**src/rtl/reg_file_sb_pkg.sv**
```systemverilog
// Shared defaults for the MIPS datapath register file and its scoreboard.
package mips_pkg;
   localparam int DATA_W_DEF = 16;
   localparam int ADDR_W_DEF = 3;
   localparam int REG_ZERO   = 0;
endpackage

```
**src/rtl/reg_file_sb_if.sv**
```systemverilog
// Decode/writeback-facing port bundle of the register file.
interface reg_file_sb_if
   import mips_pkg::*;
#(
   parameter int DATA_W = DATA_W_DEF,
   parameter int ADDR_W = ADDR_W_DEF
);
   logic [ADDR_W-1:0] RR1;
   logic [ADDR_W-1:0] RR2;
   logic [DATA_W-1:0] RD1;
   logic [DATA_W-1:0] RD2;
   logic              RdRdy1;
   logic              RdRdy2;
   logic [ADDR_W-1:0] WR;
   logic [DATA_W-1:0] WD;
   logic              RegWrite;
   logic              Reserve;
   logic [ADDR_W-1:0] RsvReg;
   logic              PendingAny;

   modport master (
      output RR1, RR2, WR, WD, RegWrite, Reserve, RsvReg,
      input  RD1, RD2, RdRdy1, RdRdy2, PendingAny
   );

   modport slave (
      input  RR1, RR2, WR, WD, RegWrite, Reserve, RsvReg,
      output RD1, RD2, RdRdy1, RdRdy2, PendingAny
   );
endinterface

```
**src/rtl/reg_file_sb_sb_bits.sv**
```systemverilog
// Pending-producer bit array; a reserve in the same cycle as a write wins.
module sb_bits
   import mips_pkg::*;
#(
   parameter int ADDR_W = ADDR_W_DEF
) (
   input  logic                   clock,
   input  logic                   reset_n,
   input  logic                   clr_en,
   input  logic [ADDR_W-1:0]      clr_addr,
   input  logic                   set_en,
   input  logic [ADDR_W-1:0]      set_addr,
   output logic [(2**ADDR_W)-1:0] pending,
   output logic                   pending_any
);
   localparam int DEPTH = 2**ADDR_W;

   logic [DEPTH-1:0] pend_q;
   logic [DEPTH-1:0] pend_d;

   always_comb begin
      pend_d = pend_q;
      if (clr_en) pend_d[clr_addr] = 1'b0;
      if (set_en) pend_d[set_addr] = 1'b1;
      pend_d[REG_ZERO] = 1'b0;
   end

   always_ff @(negedge clock or negedge reset_n) begin
      if (!reset_n) pend_q <= '0;
      else          pend_q <= pend_d;
   end

   assign pending     = pend_q;
   assign pending_any = |pend_q;
endmodule

```
**src/rtl/reg_file_sb.sv**
```systemverilog
// Parametrised register file with r0 hardwired to zero, optional write bypass
// and a pending scoreboard for read-after-write stalls.
module reg_file_sb
   import mips_pkg::*;
#(
   parameter int DATA_W = DATA_W_DEF,
   parameter int ADDR_W = ADDR_W_DEF,
   parameter int BYPASS = 1
) (
   input  logic        clock,
   input  logic        reset_n,
   reg_file_sb_if.slave bus
);
   localparam int                DEPTH     = 2**ADDR_W;
   localparam logic [ADDR_W-1:0] ZERO_ADDR = ADDR_W'(REG_ZERO);

   logic [DATA_W-1:0] regs [DEPTH];
   logic [DEPTH-1:0]  pending;
   logic              wr_en;
   logic              rsv_en;
   logic              byp1;
   logic              byp2;

   assign wr_en  = bus.RegWrite && (bus.WR != ZERO_ADDR);
   assign rsv_en = bus.Reserve && (bus.RsvReg != ZERO_ADDR);

   always_ff @(negedge clock or negedge reset_n) begin
      if (!reset_n) begin
         for (int i = 0; i < DEPTH; i++) regs[i] <= '0;
      end else if (wr_en) begin
         regs[bus.WR] <= bus.WD;
      end
   end

   sb_bits #(.ADDR_W(ADDR_W)) u_sb_bits (
      .clock       (clock),
      .reset_n     (reset_n),
      .clr_en      (wr_en),
      .clr_addr    (bus.WR),
      .set_en      (rsv_en),
      .set_addr    (bus.RsvReg),
      .pending     (pending),
      .pending_any (bus.PendingAny)
   );

   // Bypass only matters for nonzero addresses; r0 is resolved first below.
   assign byp1 = (BYPASS != 0) && bus.RegWrite && (bus.WR == bus.RR1);
   assign byp2 = (BYPASS != 0) && bus.RegWrite && (bus.WR == bus.RR2);

   assign bus.RD1 = (bus.RR1 == ZERO_ADDR) ? '0 : (byp1 ? bus.WD : regs[bus.RR1]);
   assign bus.RD2 = (bus.RR2 == ZERO_ADDR) ? '0 : (byp2 ? bus.WD : regs[bus.RR2]);

   assign bus.RdRdy1 = (bus.RR1 == ZERO_ADDR) || byp1 || !pending[bus.RR1];
   assign bus.RdRdy2 = (bus.RR2 == ZERO_ADDR) || byp2 || !pending[bus.RR2];
endmodule

```
**src/flat_wrapper.sv**
```systemverilog
// flat-port wrapper written by rule: the top's interface ports become plain ports
module reg_file_sb_flat import mips_pkg::*;
#(
   parameter int DATA_W = DATA_W_DEF,
   parameter int ADDR_W = ADDR_W_DEF,
   parameter int BYPASS = 1
)
  (clock, reset_n, bus_RR1, bus_RR2, bus_WR, bus_WD, bus_RegWrite, bus_Reserve, bus_RsvReg, bus_RD1, bus_RD2, bus_RdRdy1, bus_RdRdy2, bus_PendingAny);
  reg_file_sb_if #(.DATA_W(DATA_W), .ADDR_W(ADDR_W)) bus_i ();
  input  logic clock;
  input  logic reset_n;
  input wire logic [$bits(bus_i.RR1)-1:0] bus_RR1;
  input wire logic [$bits(bus_i.RR2)-1:0] bus_RR2;
  input wire logic [$bits(bus_i.WR)-1:0] bus_WR;
  input wire logic [$bits(bus_i.WD)-1:0] bus_WD;
  input wire logic [$bits(bus_i.RegWrite)-1:0] bus_RegWrite;
  input wire logic [$bits(bus_i.Reserve)-1:0] bus_Reserve;
  input wire logic [$bits(bus_i.RsvReg)-1:0] bus_RsvReg;
  output wire logic [$bits(bus_i.RD1)-1:0] bus_RD1;
  output wire logic [$bits(bus_i.RD2)-1:0] bus_RD2;
  output wire logic [$bits(bus_i.RdRdy1)-1:0] bus_RdRdy1;
  output wire logic [$bits(bus_i.RdRdy2)-1:0] bus_RdRdy2;
  output wire logic [$bits(bus_i.PendingAny)-1:0] bus_PendingAny;
  assign bus_i.RR1 = bus_RR1;
  assign bus_i.RR2 = bus_RR2;
  assign bus_i.WR = bus_WR;
  assign bus_i.WD = bus_WD;
  assign bus_i.RegWrite = bus_RegWrite;
  assign bus_i.Reserve = bus_Reserve;
  assign bus_i.RsvReg = bus_RsvReg;
  assign bus_RD1 = bus_i.RD1;
  assign bus_RD2 = bus_i.RD2;
  assign bus_RdRdy1 = bus_i.RdRdy1;
  assign bus_RdRdy2 = bus_i.RdRdy2;
  assign bus_PendingAny = bus_i.PendingAny;
  reg_file_sb #(.DATA_W(DATA_W), .ADDR_W(ADDR_W), .BYPASS(BYPASS)) u_core (.clock(clock), .reset_n(reset_n), .bus(bus_i));
endmodule
```
**config.mk**
```make
export PLATFORM = sky130hd
export DESIGN_NAME = reg_file_sb_flat
export DESIGN_NICKNAME = d
export VERILOG_FILES = /design/src/rtl/reg_file_sb_pkg.sv /design/src/rtl/reg_file_sb_if.sv /design/src/rtl/reg_file_sb_sb_bits.sv /design/src/rtl/reg_file_sb.sv /design/src/flat_wrapper.sv
export SDC_FILE = /design/constraint.sdc
export NUM_CORES = 1
export LEC_CHECK = 0
export ABC_AREA = 1
export BUFFER_PORTS_ARGS = -buffer_cell sky130_fd_sc_hd__buf_4
export CAP_MARGIN = 20
export CORE_ASPECT_RATIO = 0.7
export CORE_UTILIZATION = 45
export DETAILED_ROUTE_END_ITERATION = 10
export HOLD_SLACK_MARGIN = 0.03
export PLACE_DENSITY = 0.65
export SYNTH_ARGS = -nofsm -noshare
export SYNTH_HDL_FRONTEND = slang
export SYNTH_SLANG_ARGS = --single-unit
```
**constraint.sdc**
```tcl
create_clock -name clock -period 1.3 [get_ports clock]
set_input_delay 0.195 -clock clock [delete_from_list [all_inputs] [get_ports clock]]
set_output_delay 0.195 -clock clock [all_outputs]
set_load 0.02 [all_outputs]
```
==> results of run 1 <==
synthesized netlist by cell type, drive strengths merged (2+ instances only):
cell / number / area share, %
a21oi: 19 / 1.2
nand2: 501 / 23
nand4: 2 / 0.16
dfrtn: 135 / 42
o21ai: 106 / 6.6
o211ai: 2 / 0.19
inv: 46 / 2.1
o22ai: 2 / 0.16
nand3: 197 / 12
clkbuf: 50 / 2.3
nor2: 121 / 6.3
buf: 46 / 3.0
per-layer routing:
metal | vias to the layer above | routed length (um) | track usage [%]
met4 | 0 | 1580 | 15.2
met2 | 713 | 15900 | 56.8
met1 | 4648 | 13700 | 50.2
met5 | - | 0 | 2.94
li1 | 4344 | - | -
met3 | 131 | 4500 | 10.7
cells by family (layout without fill, tap and decap cells):
kind of cell           after synthesis  after routing  share of synthesized area [%]
AOI/OAI and AO/OA                  131            131                           8.29
and+or+nand+nor                    823            823                           42.3
buffers and inverters              142            349                           7.47
DFF                                135            135                           41.9
state kept, by name (all words and copies together), names as in the netlist:
register / cells
u_core.regs: 128
u_core.u_sb_bits.pending: 7
area by class of cell:
type                    count  share of cell area, %
clock buffers              20                   3.52
well taps                 231                   2.23
clock inverters            12                   1.72
flip-flops and latches    135                   26.1
multi-input cells         954                   39.7
repair buffers            271                   24.9
inverters                  46                   1.79
repair_timing:
action | CTS | global route
setup buffers | 34 | 43
hold buffers | 0 | 0
gates cloned | 13 | 3
pin swaps | 28 | 64
gates resized for setup | 169 | 158
endpoints found under the setup margin | 147 | 154
critical path: cells and delay by family (launching register included):
| kind | cells | cell delay, ps |
|---|---|---|
| and+or+nand+nor | 6 | 570 |
| buffers and inverters | 1 | 140 |
| DFF | 1 | 460 |
per-stage QoR:
| step | total power [mW] | area [um2] | util (%) | cells | hold slack (ps) |
|---|---|---|---|---|---|
| finish | 16.6 | 13000 | 74.8 | 1669 | 159 |
| global route | 17.3 | 13000 | 74.8 | 1669 | 154 |
| CTS | 15.5 | 12000 | 69.4 | 1627 | 163 |
| detailed placement | 9.34 | 10000 | 58.0 | 1548 | 347 |
| global placement | 9.26 | 10000 | 58.0 | 1548 | 349 |
| floorplan | 7.78 | 8460 | - | 1231 | 411 |
layout by cell type, fill, tap and decap left out, drive strengths merged:
master,instances
nand3,197
a21boi,1
bufbuf,1
o22ai,2
buf,267
nand4,2
nor4,1
nor2,121
dfrtn,135
nor3,1
a21oi,19
o31ai,1
o211ai,2
inv,46
o21ai,106
clkbuf,23
nand2,501
clkinv,4
clkinvlp,2
bufinv,6
final timing paths:
check | startpoint | endpoint | slack, ps | cells after the start
min reg2reg | u_core.regs[116] | u_core.regs[116] | 350 | 0
min in group clock | u_core.regs[116] | u_core.regs[116] | 350 | 0
max in group asynchronous | reset_n | u_core.regs[112] | 670 | 2
max reg2reg | u_core.regs[8] | u_core.regs[8] | 400 | 4
max | u_core.regs[52] | bus_RD2[4] | -1130 | 7
min | reset_n | u_core.regs[106] | 160 | 1
report_power, final:
part / internal, mW / switching, mW / total, mW
Sequential: 4.99 / 0.688 / 5.68
Combinational: 2.46 / 2.83 / 5.29
Clock: 3.70 / 1.97 / 5.67
Total: 11.1 / 5.49 / 16.6
==> out/metrics.cfg, run 1 <==
[clock_tree]
htree_levels=4
cts_buffers=17
clkLatencyLatePin_ps=400
cts_tree=built
cts-root-buf=clkbuf_16
clk_pin_slew_ps=50
clk_path_buf_depth=2
cts.sinks=135

[floorplan]
fp.coreArea_um2=17300
die_x_um=162
initial_core_util_pct=46.5
rows=40
ios=67
die-area_um2=18400
die_height_um=114

[global_route]
grt_pass1_wl_um=51500
grt_max_degree=42
antenna_found_initial=0
grt_overflow=0
grt_pass1_vias=8996
grt_usage_pct=37.5

[timing]
finalSetupViolCount=154
worst_pin_slew_ps=621
setup_ws_ps=-1130
clock_skew_ps=0
fin_tns_setup_ps=-62290
rsz0062_at_grt=true
finalHoldViolations=0
drv_slew=0
maxSlewHeadroom_pct=58.6

[yosys]
syn_nets=1263
syn_inst=1231
synth_seq_cells=135
syn_area_per_cell_um2=6.54
ys_seq_area_share_pct=41.9
yosysUniqueCellTypes=25
synth_area_um2=8060
synth_edf_count=0
yosys_warnings=0
async_reset_ff_share_pct=100
synthFlopType=dfrtn_1

[pwr]
p_leak_nw=6.38
powerDensity_nw_per_um2=1280
peakVddDrop_uv=756

[critical_path]
cp_cell_sequence=nand2_1 > nand3_1 > nand3_1 > nand2_1 > nor2_1 > nor2_2 > buf_6
endpoint_kind=primary output
start_kind=flip-flop
max_stage_delay_ps=460
crit_type=flip-flop to primary output
arrival_ps=2240
crit_fanout=3
cp.required_ps=1110
cp_slowest_cell=dfrtn_1

[status]
failed_checks=setup timing
status=complete, but fails checks

[final_layout]
seq_area_um2=3380
layout-drive-gt1-share_pct=39.5
multiInputGateArea_um2=5150
fillers=1228
syn2layout_area_growth_pct=60.8
final_nets=1457
antennaDiodeCount=0

[place]
post-place-ws_ps=-657
place_congestion=0.866
portBuffers=66
dp_hpwl_um=18900

[routing]
wire_per_inst_um=21.4
first_pass_iters=8
vias=9836
wl_um=35800
drc=0
ant_nets=0
drt_iter0_drc=1607
vias_per_cell=5.89

[run]
cap_viol_max_count=0

[worst_hold_path]
min_path_type=primary input to async pin

No activity file was read; power rests on OpenSTA's default activity.
==> inputs of run 2 (changes only) <==
--- a/constraint.sdc
+++ b/constraint.sdc
@@ -3,2 +3,2 @@
 set_output_delay 0.195 -clock clock [all_outputs]
-set_load 0.02 [all_outputs]
+set_load 0.1 [all_outputs]
==> run 2 against run 1 <==
Effect of this change:
- the flow still finishes with violations (setup timing)
- global-route usage down 0.10 points
- critical path depth unchanged
- via count up 1.7%
- final area up 5.4%
- highest routed layer unchanged
- worst hold slack worse by 19 ps
- flip-flop and latch count unchanged
- count of clock-buffer cells in the layout down 2
==> out/metrics.cfg, run 2 (synthesis gave the netlist of run 1 again) <==
[status]
status=complete, but fails checks
failed_checks=setup timing

[critical_path]
cp_slowest_cell=dfrtn_1
start_kind=flip-flop
cp_cell_sequence=nand2_1 > nand3_1 > nand3_1 > nand2_1 > nor2_2 > nor2_4 > buf_12
regToRegStartpoint=u_core.regs[11]
crit_type=flip-flop to primary output
arrival_ps=2410
r2r_cells=5
endpoint=bus_RD2[3]
max_stage_delay_ps=500
reg2reg_slack_ps=250
cp.required_ps=1110
regToRegEndpoint=u_core.regs[11]
endpoint_kind=primary output
cp-startpoint=u_core.regs[51]
crit_fanout=3

[place]
dp_hpwl_um=19100
post-place-ws_ps=-792
dp.cells=1570
portBuffers=66
place_area_um2=10500
place_congestion=0.901

[global_route]
grt_pass1_wl_um=51900
grt_overflow=0
antenna_found_initial=0
grt_usage_pct=37.4
grt_pass1_vias=9106
grt_max_degree=39

[floorplan]
ios=67
fp.coreArea_um2=17300
initial_core_util_pct=46.5
die_x_um=162
die_height_um=114
rows=40
die-area_um2=18400

[pwr]
p_leak_nw=6.57
comb_power_share_pct=38.7
seqPwrFrac_pct=31.2
power.internal_mw=11.4
peakVddDrop_uv=828
total_power_mw=18.3
p_sw_share_pct=37.7
clkPwrFrac_pct=30.0
p_sw_mw=6.90
powerDensity_nw_per_um2=1340

[timing]
clock_skew_ps=0
rsz0062_at_grt=true
hold_slack_ps=140
drv_slew=0
fin_tns_setup_ps=-62100
finalSetupViolCount=154
maxSlewHeadroom_pct=62.7
setup_ws_ps=-1310
worst_pin_slew_ps=560
finalHoldViolations=0

[final_layout]
layout_commonest_cell=nand2_1
fillers=1102
fin_cells=1680
syn2layout_area_growth_pct=69.6
final_nets=1468
layout-drive-gt1-share_pct=42.0
design_area_um2=13700
largest_register_ffs=128
layout_common_cells=nand2_1 (397), nand3_1 (183), buf_4 (161)
antennaDiodeCount=0
final_util_pct=78.9
top_register=u_core.regs

[clock_tree]
cts_tree=built
clk_path_buf_depth=2
holdBufCountCts=0
clk_pin_slew_ps=50
clkLatencyLatePin_ps=410
cts_buffers=17
cts.sinks=135
cts-root-buf=clkbuf_16
htree_levels=4

[routing]
wl_um=36100
drt_iter0_drc=1354
vias=10000
first_pass_iters=6
ant_nets=0
wire_per_inst_um=21.5
vias_per_cell=5.96
drc=0

[run]
cap_viol_max_count=0

[worst_hold_path]
min_path_type=primary input to async pin

## run 2: cell count changes in the layout (fill, tap and decap cells not counted), sizes merged
cell      previous run  this run
bufbuf               1         0
buf                267       278
bufinv               6         5
clkinvlp             2         1
clkbuf              23        22
clkinv               4         9
inv                 46        45
## run 2: worst min-delay path by stage
stage                           from          endpoint  slack [ps]  depth (start not counted)
detailed placement  u_core.regs[125]  u_core.regs[125]         350                          0
finish                       reset_n  u_core.regs[102]         140                          1
CTS                          reset_n  u_core.regs[102]         140                          1
floorplan           u_core.regs[126]  u_core.regs[126]         410                          1
global route                 reset_n  u_core.regs[102]         140                          1
global placement    u_core.regs[116]  u_core.regs[116]         350                          0
## run 2: worst max-delay path: cells and delay by family, from the launching register on
family	cells	cell delay [ps]
and+or+nand+nor	6	680
buffers and inverters	1	190
DFF	1	500
## run 2: power by group through the flow
stage	sequential, mW	clock, mW	combinational [mW]
floorplan	5.47	0	3.59
CTS	5.59	5.49	6.19
global route	5.79	5.69	7.48
finish	5.72	5.49	7.09
detailed placement	5.60	0	5.13
global placement	5.58	0	5.06
## run 2: per-layer routing
metal	routed length (um)	share of wire, %	track usage (%)
met3	4060	11	7.96
met1	13900	39	50.2
met2	16500	46	59.0
met5	0	0	0
met4	1560	4.3	15.2
## run 2: area by class of cell
cell class                 instances  area [um2]  share of cell area (%)
tap                              231         289                    2.12
clock inverter                    14         224                    1.64
sequential                       135        3380                    24.7
inverter                          46         236                    1.73
clock buffer                      18         429                    3.14
timing repair buffer             282        3590                    26.3
multi-input combinational        954        5520                    40.4
## run 2: repair_timing
| item | 4_1_cts | 5_1_grt |
|---|---|---|
| gates resized for setup | 255 | 170 |
| buffers inserted | 33 | 30 |
| gates cloned | 13 | 4 |
| hold endpoints to repair | 0 | 0 |
| pin swaps | 18 | 51 |
| setup endpoints to repair | 152 | 154 |
==> inputs of run 3 (changes only) <==
CORE_UTILIZATION = 55   (was 45)
PLACE_DENSITY = 0.74   (was 0.65)
clock period = 2.4 ns   (was 1.3 ns; I/O delays follow)
==> run 3 against run 2 <==
Effect of this change:
- the run still ends with setup timing left
- non-clock buffer count down 118
- wire length down 19%
- count of clock-buffer cells in the layout up 3
- worst setup slack better by 500 ps
- critical path depth up 2
- flip-flop and latch count unchanged
- combinational power down 56%
- final cell count down 9.5%
- highest routed layer unchanged
==> out/metrics.cfg, run 3 (synthesis gave the netlist of run 1 again) <==
[clock_tree]
cts-root-buf=clkbuf_16
cts_tree=built
htree_levels=4
cts.sinks=135
clk_pin_slew_ps=50
cts_buffers=17
clk_path_buf_depth=2
clkLatencyLatePin_ps=400

[routing]
vias_per_cell=5.93
first_pass_iters=6
drc=0
drt_iter0_drc=1019
ant_nets=0
wl_um=29200
vias=9022
wire_per_inst_um=19.2

[critical_path]
arrival_ps=2850
cp-startpoint=u_core.regs[94]
endpoint=bus_RD2[14]
crit_fanout=3
endpoint_kind=primary output
regToRegStartpoint=u_core.regs[2]
start_kind=flip-flop
cp.required_ps=2040
crit_type=flip-flop to primary output
regToRegEndpoint=u_core.regs[2]
r2r_cells=4
reg2reg_slack_ps=1480

[timing]
maxSlewHeadroom_pct=61.8
worst_pin_slew_ps=572
rsz0062_at_grt=true
finalHoldViolations=0
hold_slack_ps=349
finalSetupViolCount=35
drv_slew=0
clock_skew_ps=0
setup_ws_ps=-807

[pwr]
powerDensity_nw_per_um2=803
total_power_mw=8.73
p_leak_nw=5.43
peakVddDrop_uv=572

[final_layout]
final_nets=1350
largest_register_ffs=128
syn2layout_area_growth_pct=35.0
final_util_pct=77.1
antennaDiodeCount=0
fillers=1057
design_area_um2=10900
layout-drive-gt1-share_pct=23.7
layout_commonest_cell=nand2_1
top_register=u_core.regs
layout_common_cells=nand2_1 (484), nand3_1 (176), dfrtn_1 (135)

[global_route]
antenna_found_initial=0
grt_overflow=0
grt_pass1_wl_um=45600
grt_pass1_vias=8565
grt_usage_pct=39.7
grt_max_degree=52

[floorplan]
die_x_um=147
fp.coreArea_um2=14100
ios=67
die_height_um=103
initial_core_util_pct=57.1
die-area_um2=15100
rows=36

[place]
dp_hpwl_um=16800
portBuffers=66
place_area_um2=9360
place_congestion=0.929

[status]
status=complete, but fails checks
failed_checks=setup timing

[run]
cap_viol_max_count=0

[worst_hold_path]
min_path_type=flip-flop to flip-flop

[run 3: cell types whose count changed in the layout (fill, tap and decap cells not counted), moves of 16 or more]
cell     previous run  this run
o21ai_0             0        94
o21ai_1            43        10
buf_4             161       105
a21oi_2            17         0
nor2_4             53        37
a21oi_1             2        19
o21ai_2            62         2
buf_12             85        52
nand2_1           397       484
nand2_2            42        13
nand2_4            55         2
[run 3: layout make-up]
| class | count | area [um2] | area share, % |
|---|---|---|---|
| well taps | 190 | 238 | 2.19 |
| repair buffers | 164 | 1910 | 17.6 |
| clock inverters | 11 | 125 | 1.15 |
| inverters | 46 | 173 | 1.59 |
| multi-input cells | 954 | 4590 | 42.2 |
| flip-flops and latches | 135 | 3380 | 31.1 |
| clock buffers | 21 | 460 | 4.23 |
[run 3: layer usage]
layer  up-vias  track usage, %  part of all wire [%]
met5         -               0                     0
met2       650            63.9                    46
li1       4101               -                     -
met1      4172            51.8                    39
met4         0            17.5                   3.1
met3        99            9.69                    12
[run 3: worst max-delay path, stage by stage, from the launching register on]
cell,delay [ps]
dfrtn_1,450
inv_1,70
nand2_1,60
nand3_1,70
nand2_1,90
nand2_1,60
nand2_2,110
nand2_4,80
nand2_8,80
buf_12,170
[run 3: repair_timing]
item,CTS,global route
endpoints found under the setup margin,35,35
hold buffers,0,0
buffers inserted,8,22
pin swaps,12,43
gates resized for setup,136,47
[run 3: report_power, final]
| part | total [mW] | internal, mW | switching, mW |
|---|---|---|---|
| combinational | 3.09 | 1.16 | 1.93 |
| sequential | 3.02 | 2.70 | 0.321 |
| clock | 2.62 | 1.58 | 1.03 |
[run 3: worst min-delay path by stage]
stage                                 from                to  slack (ps)  cells past startpoint
after detailed placement  u_core.regs[121]  u_core.regs[121]         350                      0
after global routing      u_core.regs[114]  u_core.regs[114]         360                      0
after global placement    u_core.regs[121]  u_core.regs[121]         350                      0
after floorplan           u_core.regs[126]  u_core.regs[126]         410                      1
final                     u_core.regs[121]  u_core.regs[121]         350                      0
after CTS                 u_core.regs[114]  u_core.regs[114]         350                      0
[run 3: metrics by stage]
stage / setup TNS [ps] / cells / setup slack (ps)
CTS: -24160 / 1499 / -750
floorplan: -12300 / 1231 / -680
global route: -27430 / 1521 / -846
finish: -25190 / 1521 / -807
global placement: -23410 / 1459 / -426
detailed placement: -24640 / 1459 / -462
